$ cat src/rtl/riscv_pkg.sv
// Shared RV32I types plus the retire record and error codes used by the retire checker.
// Latency: none, types and pure functions only.
// Backpressure: not applicable.
package riscv_pkg;

  localparam int XLEN = 32;

  // One retired instruction as seen at write-back.
  typedef struct packed {
    logic [XLEN-1:0] pc;
    logic [XLEN-1:0] instr;
    logic [4:0]      rd_addr;
    logic [XLEN-1:0] rd_data;
  } retire_rec_t;

  typedef enum logic [2:0] {
    ERR_NONE      = 3'd0,
    ERR_MISMATCH  = 3'd1,
    ERR_UNDERFLOW = 3'd2,
    ERR_OVERFLOW  = 3'd3,
    ERR_TIMEOUT   = 3'd4
  } checker_err_e;

  // Bit positions inside the 4-bit field-mismatch vector {pc, instr, rd_addr, rd_data}.
  localparam int FLD_RD_DATA = 0;
  localparam int FLD_RD_ADDR = 1;
  localparam int FLD_INSTR   = 2;
  localparam int FLD_PC      = 3;

  // Per-field mismatch bits. Write-back data only matters when the expected record writes a register.
  function automatic logic [3:0] rec_diff(retire_rec_t exp_rec, retire_rec_t act_rec);
    logic [3:0] d;
    d = '0;
    d[FLD_PC]      = (exp_rec.pc      != act_rec.pc);
    d[FLD_INSTR]   = (exp_rec.instr   != act_rec.instr);
    d[FLD_RD_ADDR] = (exp_rec.rd_addr != act_rec.rd_addr);
    d[FLD_RD_DATA] = (exp_rec.rd_addr != 5'd0) && (exp_rec.rd_data != act_rec.rd_data);
    return d;
  endfunction

endpackage

$ cat src/rtl/retire_fifo.sv
// Synchronous FIFO of retire records with extra-MSB pointers for full/empty.
// Latency: push visible at the head and in level one cycle later; head read is combinational.
// Backpressure: caller must not push when full unless popping in the same cycle.
module retire_fifo
  import riscv_pkg::*;
#(
  parameter int DEPTH = 8
) (
  input  logic                   clk_i,
  input  logic                   rst_i,
  input  logic                   push,
  input  retire_rec_t            wr_rec,
  input  logic                   pop,
  output retire_rec_t            rd_rec,
  output logic                   full,
  output logic                   empty,
  output logic [$clog2(DEPTH):0] level
);

  localparam int AW = $clog2(DEPTH);

  retire_rec_t   mem [DEPTH];
  logic [AW:0]   wr_ptr;
  logic [AW:0]   rd_ptr;

  // Pointer advance; the extra MSB tells a full ring from an empty one.
  always_ff @(posedge clk_i) begin
    if (rst_i) begin
      wr_ptr <= '0;
      rd_ptr <= '0;
    end else begin
      if (push) wr_ptr <= wr_ptr + 1'b1;
      if (pop)  rd_ptr <= rd_ptr + 1'b1;
    end
  end

  // Storage write; a push while full and popping lands in the slot being vacated.
  always_ff @(posedge clk_i) begin
    if (push) mem[wr_ptr[AW-1:0]] <= wr_rec;
  end

  assign rd_rec = mem[rd_ptr[AW-1:0]];
  assign empty  = (wr_ptr == rd_ptr);
  assign full   = (wr_ptr[AW] != rd_ptr[AW]) && (wr_ptr[AW-1:0] == rd_ptr[AW-1:0]);
  assign level  = wr_ptr - rd_ptr;

endmodule

$ cat config.mk
export PLATFORM = sky130hd
export DESIGN_NAME = retire_fifo
export DESIGN_NICKNAME = d
export VERILOG_FILES = /design/src/rtl/riscv_pkg.sv /design/src/rtl/retire_fifo.sv
export SDC_FILE = /design/constraint.sdc
export NUM_CORES = 1
export LEC_CHECK = 0
export CORE_UTILIZATION = 38
export CTS_CLUSTER_SIZE = 10
export DETAILED_ROUTE_END_ITERATION = 16
export HOLD_SLACK_MARGIN = 0.1
export PLACE_DENSITY_LB_ADDON = 0.08
export REMOVE_ABC_BUFFERS = 1
export SLEW_MARGIN = 20
export SYNTH_ARGS = -nofsm -noshare
export SYNTH_HDL_FRONTEND = slang
export SYNTH_SLANG_ARGS = --single-unit
$ cat constraint.sdc
create_clock -name clk_i -period 30 [get_ports clk_i]
set_input_delay 6 -clock clk_i [delete_from_list [all_inputs] [get_ports clk_i]]
set_output_delay 6 -clock clk_i [all_outputs]
set_load 0.02 [all_outputs]
==> results of run 1 <==
## cell type report
| type | instances | area share |
|---|---|---|
| sequential | 819 | 0.666 |
| multi-input combinational | 352 | 0.165 |
| clock buffer | 117 | 0.0672 |
| timing repair buffer | 234 | 0.0628 |
| tap | 1060 | 0.0361 |
| clock inverter | 10 | 0.00197 |
| inverter | 6 | 0.000613 |
| antenna | 3 | 0.000204 |
## synth_stat cells (2+ instances only)
cell	number
a21oi_1	3
buf_1	16
buf_2	4
buf_6	18
buf_8	2
clkbuf_1	16
dfxtp_1	11
edfxtp_1	808
ha_1	5
inv_1	6
mux2_2	101
mux2i_1	2
mux4_2	202
nand2_1	7
nand2b_1	2
nor2_1	14
nor3_1	2
xnor2_1	4
xor2_1	3
## kinds of logic (layout without fill, tap and decap cells)
family,count (synthesis),count (layout),share of synthesized area
other cells,0,3,0
simple gates,30,30,0.00429
buf+inv,63,367,0.0134
xor+xnor,7,7,0.00198
mux,305,305,0.185
fa+ha+maj,6,6,0.00267
compound gates,4,4,0.000648
flops,819,819,0.792
## worst max path at each step
| stage | startpoint | end | slack [ps] | cells past startpoint |
|---|---|---|---|---|
| after global routing | register | rd_rec[4] | 18840 | 5 |
| after floorplan | register | rd_rec[0] | 14740 | 2 |
| after CTS | register | rd_rec[5] | 19050 | 5 |
| after detailed placement | register | rd_rec[5] | 19720 | 5 |
| final | register | rd_rec[61] | 19330 | 5 |
| after global placement | register | rd_rec[61] | 19700 | 5 |
## power groups by stage
stage	logic [mW]	registers [mW]	clock network [mW]
2_1_floorplan	0.135	1.33	0
3_3_place_gp	0.233	1.32	0
3_5_place_dp	0.233	1.32	0
4_1_cts	0.235	1.29	1.01
5_1_grt	0.244	1.30	1.05
6_report	0.227	1.29	0.982
## worst max-delay path, cell delays in order, from the launching register on
cell and delay [ps]:
dfxtp_4 860, buf_4 780, buf_4 850, mux4_2 600, mux2_2 270, clkdlybuf4s50_1 580
## sequential cells by signal, summed over array words and instances, names as in the netlist, named ones only
name,cells
wr_ptr,4
mem,808
rd_ptr,4
## layer usage
layer	routed length [um]	vias to the layer above	part of all wire	global-route usage
met2	33000	262	0.50	0.272
met3	3460	96	0.052	0.0375
li1	-	5802	-	-
met1	28600	7228	0.43	0.215
met4	1170	12	0.018	0.0459
met5	84	-	0.0013	0
==> run summary, run 1 <==
Yosys Warn Count: 0
PnR worst setup slack: 19330 ps
r2r setup slk: 26600 ps
deepest clock path buffer count: 3
Power Total: 2.50 mW
Layout Cells excl Fill: 2601
initial core utilization: 0.384
fraction of layout cells with a size suffix above 1: 0.284
GR Overflow Total: 0
Sw Ratio: 0.214
Post-CTS Setup Inserts: 0
Worst Tran Pin Value: 972 ps
Worst R2R End: mem[6][8]
Die W: 287 um
CTS root buf: clkbuf_16
Tmin final: 10670 ps
CTS Hold Bufs: 0
initial DRC count: 651
Max-slew headroom: 0.352
post-CTS resize count: 0
FF/Latch Area: 24500 um^2
Crit Reg-Reg Startpoint: wr_ptr[1]
GRT Overall Usage: 0.164
Reg power frac: 0.517
routed len/inst: 25.5 um
H-tree depth: 3
Post-synth EDFFs: 808
share of the synthesized area in the top cell type: 0.785
row count: 104
reg2reg path depth: 4
switching pwr: 0.536 mW
Setup WS pre-CTS: 19720 ps
Hold WS: 515 ps
fin crit share: 0.356
drc violations: 0
Cells on Worst Hold Path: 2
most common cell after layout, fill and taps aside: edfxtp_1
initial antenna violation count: 8
Primary FF master, synth: edfxtp_1
Pwr Density: 68.1 nW/um^2
post-synth top area cell: edfxtp_1
leakage power: 11.2 nW
Max Clock Skew: 15.2 ps
Netlist cell types: 27
largest net degree at the start of global routing: 102
Final Max Tran Viols: 0
Worst-path clk slew: 50 ps
Pint: 1.97 mW
max-cap violations: 0
Critical Path RT: 24000 ps
#FFs+latches synth: 819
critical path class: reg -> out
Worst Hold Path EP: wr_ptr[0]
Crit path arrival time: 4670 ps
Fin Setup TNS: 0 ps
Setup crit end kind: primary output
worst skew pair latency: 630 ps
CTS Sinks: 819
nets@finish: 1618
DRT Pass-1 Iters: 4
die area: 82500 um^2
core area: 80500 um^2
Gate Count Post-Synth: 1234
final core occ: 0.456
Port Buf Inserts: 211
# IOs: 212
Final Hold Violating Endpoints: 0
post-route ant nets: 0
logic gate share of total power: 0.091
highest-count cells in the layout ignoring fill and taps: edfxtp_1, clkdlybuf4s50_1, mux4_2
Post-DP HPWL: 33700 um
die height: 287 um
maximum VDD drop: 0.0448 mV
gpl congestion: 0.681
Setup violations, final: 0
via count: 13400
syn avg cell area: 25.0 um^2
maximum clock frequency: 93.7 MHz
mapped cell area: 30900 um^2
ys async rst share: 0
DR vias/cell: 5.15
vias in the first global route: 14861
post-synthesis sequential area ratio: 0.792
CP max FO: 46
Hold Crit Class: reg -> reg
Layout Cell Area excl Fill: 36800 um^2
total wire length: 66300 um
DP Area: 34200 um^2
unrepaired setup endpoints after global routing: false
Placed Instances: 2471
filler cell count: 6738
Multi-input gate area: 6060 um^2
growth of design area from synthesis to finish: 19.0%
first-pass GRT wire length: 97900 um
startpoint class of the critical path: register
largest cells by area after synthesis: edfxtp_1, mux4_2, mux2_2, dfxtp_1, buf_6
Min-Delay Startpoint: wr_ptr[0]
CTS tree: built
cts bufs inserted: 94
clock network fraction of design power: 0.392
status: completed
Note: power is estimated with default switching activity, not from simulation.
==> run 2, diff against run 1 <==
clock period = 10.42 ns   (was 30 ns; I/O delays follow)
==> run 2 against run 1 <==
Against the previous run: clock skew increased by 1.1 ps; first-iteration DRC count increased by 2.8%; largest power group unchanged; critical path type unchanged; hold slack improved by 2.5 ps; largest cell class unchanged; flip-flop and latch count unchanged.
==> run summary, run 2 (same netlist as run 1, synthesis figures left out) <==
Critical Path RT: 8340 ps
CTS root buf: clkbuf_16
first-pass GRT wire length: 98700 um
Hold WS: 518 ps
Post-DP HPWL: 36800 um
gpl congestion: 0.718
Tmin final: 5860 ps
Final Hold Violating Endpoints: 0
post-CTS resize count: 0
unrepaired setup endpoints after global routing: false
Worst Tran Pin Value: 1030 ps
drc violations: 0
most common cell after layout, fill and taps aside: edfxtp_1
WP depth: 4
# IOs: 212
GR Overflow Total: 0
fin crit share: 0.563
Setup violations, final: 0
Crit path arrival time: 3780 ps
die area: 82500 um^2
total wire length: 67100 um
PnR worst setup slack: 4560 ps
maximum VDD drop: 0.133 mV
Die W: 287 um
Post-CTS Setup Inserts: 0
Setup crit end kind: primary output
CP max FO: 57
Max-slew headroom: 0.314
fraction of layout cells with a size suffix above 1: 0.286
vias in the first global route: 14649
DRT Pass-1 Iters: 4
Setup WS pre-CTS: 4780 ps
initial antenna violation count: 6
critical path's largest stage delay: 940 ps
growth of design area from synthesis to finish: 19.1%
die height: 287 um
Final Max Tran Viols: 0
Worst Path Buf+Inv: 2
CTS tree: built
largest net degree at the start of global routing: 78
crit path cell chain: buf_4, mux4_2, mux2_2, clkdlybuf4s50_1
worst skew pair latency: 630 ps
filler cell count: 6727
row count: 104
DR vias/cell: 5.17
status: completed
GRT Overall Usage: 0.165
via count: 13472
max-cap violations: 0
Port Buf Inserts: 211
reg2reg path depth: 4
deepest clock path buffer count: 3
worst-path cell with the longest stage delay: dfxtp_4
largest delay contributor family on the critical path: buffers and inverters
cts bufs inserted: 94
initial core utilization: 0.384
H-tree depth: 3
final core occ: 0.457
Cells on Worst Hold Path: 2
Fin Setup TNS: 0 ps
Largest register FFs: 808
initial DRC count: 669
Worst-path clk slew: 50 ps
critical path class: reg -> out
core area: 80500 um^2
maximum clock frequency: 171 MHz
Pwr Density: 197 nW/um^2
routed len/inst: 25.7 um
startpoint class of the critical path: register
Hold Crit Class: reg -> reg
leakage power: 11.3 nW
nets@finish: 1621
highest-count cells in the layout ignoring fill and taps: edfxtp_1, clkdlybuf4s50_1, mux4_2
CTS Sinks: 819
CTS Hold Bufs: 0
Max Clock Skew: 16.3 ps
post-route ant nets: 0
run 2: per-layer routing:
metal | vias to the layer above | share of wire | GRT usage
li1 | 5816 | - | -
met3 | 114 | 0.041 | 0.0335
met1 | 7271 | 0.43 | 0.215
met2 | 261 | 0.51 | 0.278
met4 | 10 | 0.023 | 0.0479
met5 | - | 0.00095 | 0
run 2: final timing paths:
| check | end | start | slack [ps] |
|---|---|---|---|
| worst max-delay path | rd_rec[60] | register | 4560 |
| worst min-delay path | wr_ptr[0] | wr_ptr[0] | 520 |
| worst max register to register | mem[6][86] | wr_ptr[1] | 7120 |
| worst min register to register | wr_ptr[0] | wr_ptr[0] | 520 |
run 2: tightest hold or removal path, stage by stage, from the launching register on:
cell and delay, ps:
dfxtp_1 340, nand2b_1 80, a21oi_1 50
run 2: stage by stage:
stage / instance area (um^2) / total power [mW] / cells
after floorplan: 30500 / 4.22 / 1177
after global placement: 34200 / 4.47 / 2474
after detailed placement: 34200 / 4.48 / 2474
after CTS: 36800 / 7.37 / 2607
after global routing: 36800 / 7.50 / 2607
final: 36800 / 7.25 / 2608
run 2: power by group:
part / internal, mW / switching [mW]
registers: 3.69 / 0.0306
logic: 0.331 / 0.333
clock network: 1.67 / 1.20
total: 5.69 / 1.56
run 2: layout make-up:
type / count / area [um^2] / area share
clock inverter: 8 / 52.6 / 0.00143
antenna: 1 / 2.50 / 0.0000680
timing repair buffer: 237 / 2320 / 0.0631
clock buffer: 125 / 2530 / 0.0688
multi-input combinational: 352 / 6060 / 0.165
tap: 1060 / 1330 / 0.0360
sequential: 819 / 24500 / 0.665
inverter: 6 / 22.5 / 0.000612
==> run 3, diff against run 2 <==
clock period = 5.6 ns   (was 10.42 ns; I/O delays follow)
==> run 3 against run 2 <==
Against the previous run: routed wire length down 0.94%; cell count up 0.58%; flip-flop and latch count unchanged; non-clock buffer count up 10; cell area up 0.74%; first-iteration DRC count up 7.8%; power up 86%; hold slack worse by 14 ps; combinational power up 86%; clock power up 86%; critical endpoint is now rd_rec[22].
==> run summary, run 3 (same netlist as run 1, synthesis figures left out) <==
Max-slew headroom: 0.333
worst skew pair latency: 630 ps
Layout Cell Area excl Fill: 37100 um^2
via count: 13556
Worst Tran Pin Value: 1000 ps
Setup violations, final: 0
clock network fraction of design power: 0.396
initial antenna violation count: 10
Power Total: 13.5 mW
Post-CTS Setup Inserts: 0
GR Overflow Total: 0
Reg power frac: 0.513
Final Max Tran Viols: 0
vias in the first global route: 14826
Post-DP HPWL: 33100 um
highest-count cells in the layout ignoring fill and taps: edfxtp_1, clkdlybuf4s50_1, mux4_2
CTS Sinks: 819
core area: 80500 um^2
CTS Hold Bufs: 0
reg2reg path depth: 3
nets@finish: 1632
CTS tree: built
Port Buf Inserts: 211
filler cell count: 6714
Critical Path RT: 4480 ps
maximum clock frequency: 220 MHz
H-tree depth: 3
growth of design area from synthesis to finish: 20.0%
deepest clock path buffer count: 3
row count: 104
Pint: 10.6 mW
switching pwr: 2.90 mW
total wire length: 66500 um
Largest register FFs: 808
Crit path arrival time: 3430 ps
critical path class: reg -> out
die area: 82500 um^2
Pwr Density: 364 nW/um^2
post-CTS resize count: 0
die height: 287 um
max-cap violations: 0
largest net degree at the start of global routing: 102
critical path's largest stage delay: 870 ps
drc violations: 0
initial DRC count: 721
Die W: 287 um
fin crit share: 0.813
DP Area: 34500 um^2
DR vias/cell: 5.17
final core occ: 0.460
DRT Pass-1 Iters: 7
maximum VDD drop: 0.217 mV
Worst-path clk slew: 50 ps
Layout Cells excl Fill: 2623
CTS root buf: clkbuf_16
gpl congestion: 0.704
most common cell after layout, fill and taps aside: edfxtp_1
Setup crit end kind: primary output
logic gate share of total power: 0.091
Sw Ratio: 0.215
worst-path cell with the longest stage delay: dfxtp_4
Hold Crit Class: reg -> reg
initial core utilization: 0.384
Max Clock Skew: 13.3 ps
fraction of layout cells with a size suffix above 1: 0.289
GRT Overall Usage: 0.164
CP max FO: 36
Placed Instances: 2484
unrepaired setup endpoints after global routing: false
Fin Setup TNS: 0 ps
leakage power: 11.4 nW
# IOs: 212
startpoint class of the critical path: register
crit path cell chain: buf_4, mux4_2, mux2_2, clkdlybuf4s50_1
post-route ant nets: 0
status: completed
Cells on Worst Hold Path: 2
routed len/inst: 25.3 um
Tmin final: 4550 ps
first-pass GRT wire length: 97800 um
Final Hold Violating Endpoints: 0
cts bufs inserted: 95
run 3: changes by cell type in the layout (fill, tap and decap cells not counted), sizes merged:
cell	previous run	this run
clkbuf	125	123
diode	1	3
inv	10	7
clkinv	4	12
buf	26	36
run 3: layout make-up:
| class | instances | area, um^2 | share of cell area |
|---|---|---|---|
| clock inverters | 13 | 80.1 | 0.00216 |
| diodes | 3 | 7.51 | 0.000202 |
| inverters | 6 | 22.5 | 0.000607 |
| well taps | 1060 | 1330 | 0.0358 |
| clock buffers | 123 | 2520 | 0.0681 |
| repair buffers | 247 | 2570 | 0.0693 |
| multi-input cells | 352 | 6060 | 0.163 |
| flip-flops and latches | 819 | 24500 | 0.661 |
run 3: critical path: cells and delay by family (launching register included):
family / cells / cell delay, ps
muxes: 2 / 860
DFF: 1 / 870
buffers and inverters: 2 / 1030
run 3: path summary, 6_finish.rpt:
check / start / end / slack, ps
max: register / rd_rec[22] / 1050
min: wr_ptr[3] / wr_ptr[3] / 500
max reg2reg: wr_ptr[0] / mem[1][4] / 3440
min reg2reg: wr_ptr[3] / wr_ptr[3] / 500
run 3: routing by layer:
metal	global-route usage	up-vias	share of wire
met3	0.0394	114	0.051
li1	-	5841	-
met5	0	-	0.0018
met1	0.216	7328	0.43
met4	0.0503	18	0.021
met2	0.269	255	0.49
run 3: through the flow:
| step | hold slack, ps | setup WS, ps |
|---|---|---|
| final | 504 | 1050 |
| after global routing | 560 | 819 |
| after CTS | 499 | 911 |
| after detailed placement | 491 | 1590 |
| after global placement | 485 | 1610 |
| after floorplan | 464 | -4780 |
run 3: power groups by stage:
stage	clock network, mW	logic, mW	registers, mW
5_1_grt	5.73	1.32	6.94
4_1_cts	5.52	1.27	6.93
3_3_place_gp	0	1.25	7.05
2_1_floorplan	0	0.723	7.13
6_report	5.35	1.23	6.93
3_5_place_dp	0	1.26	7.06
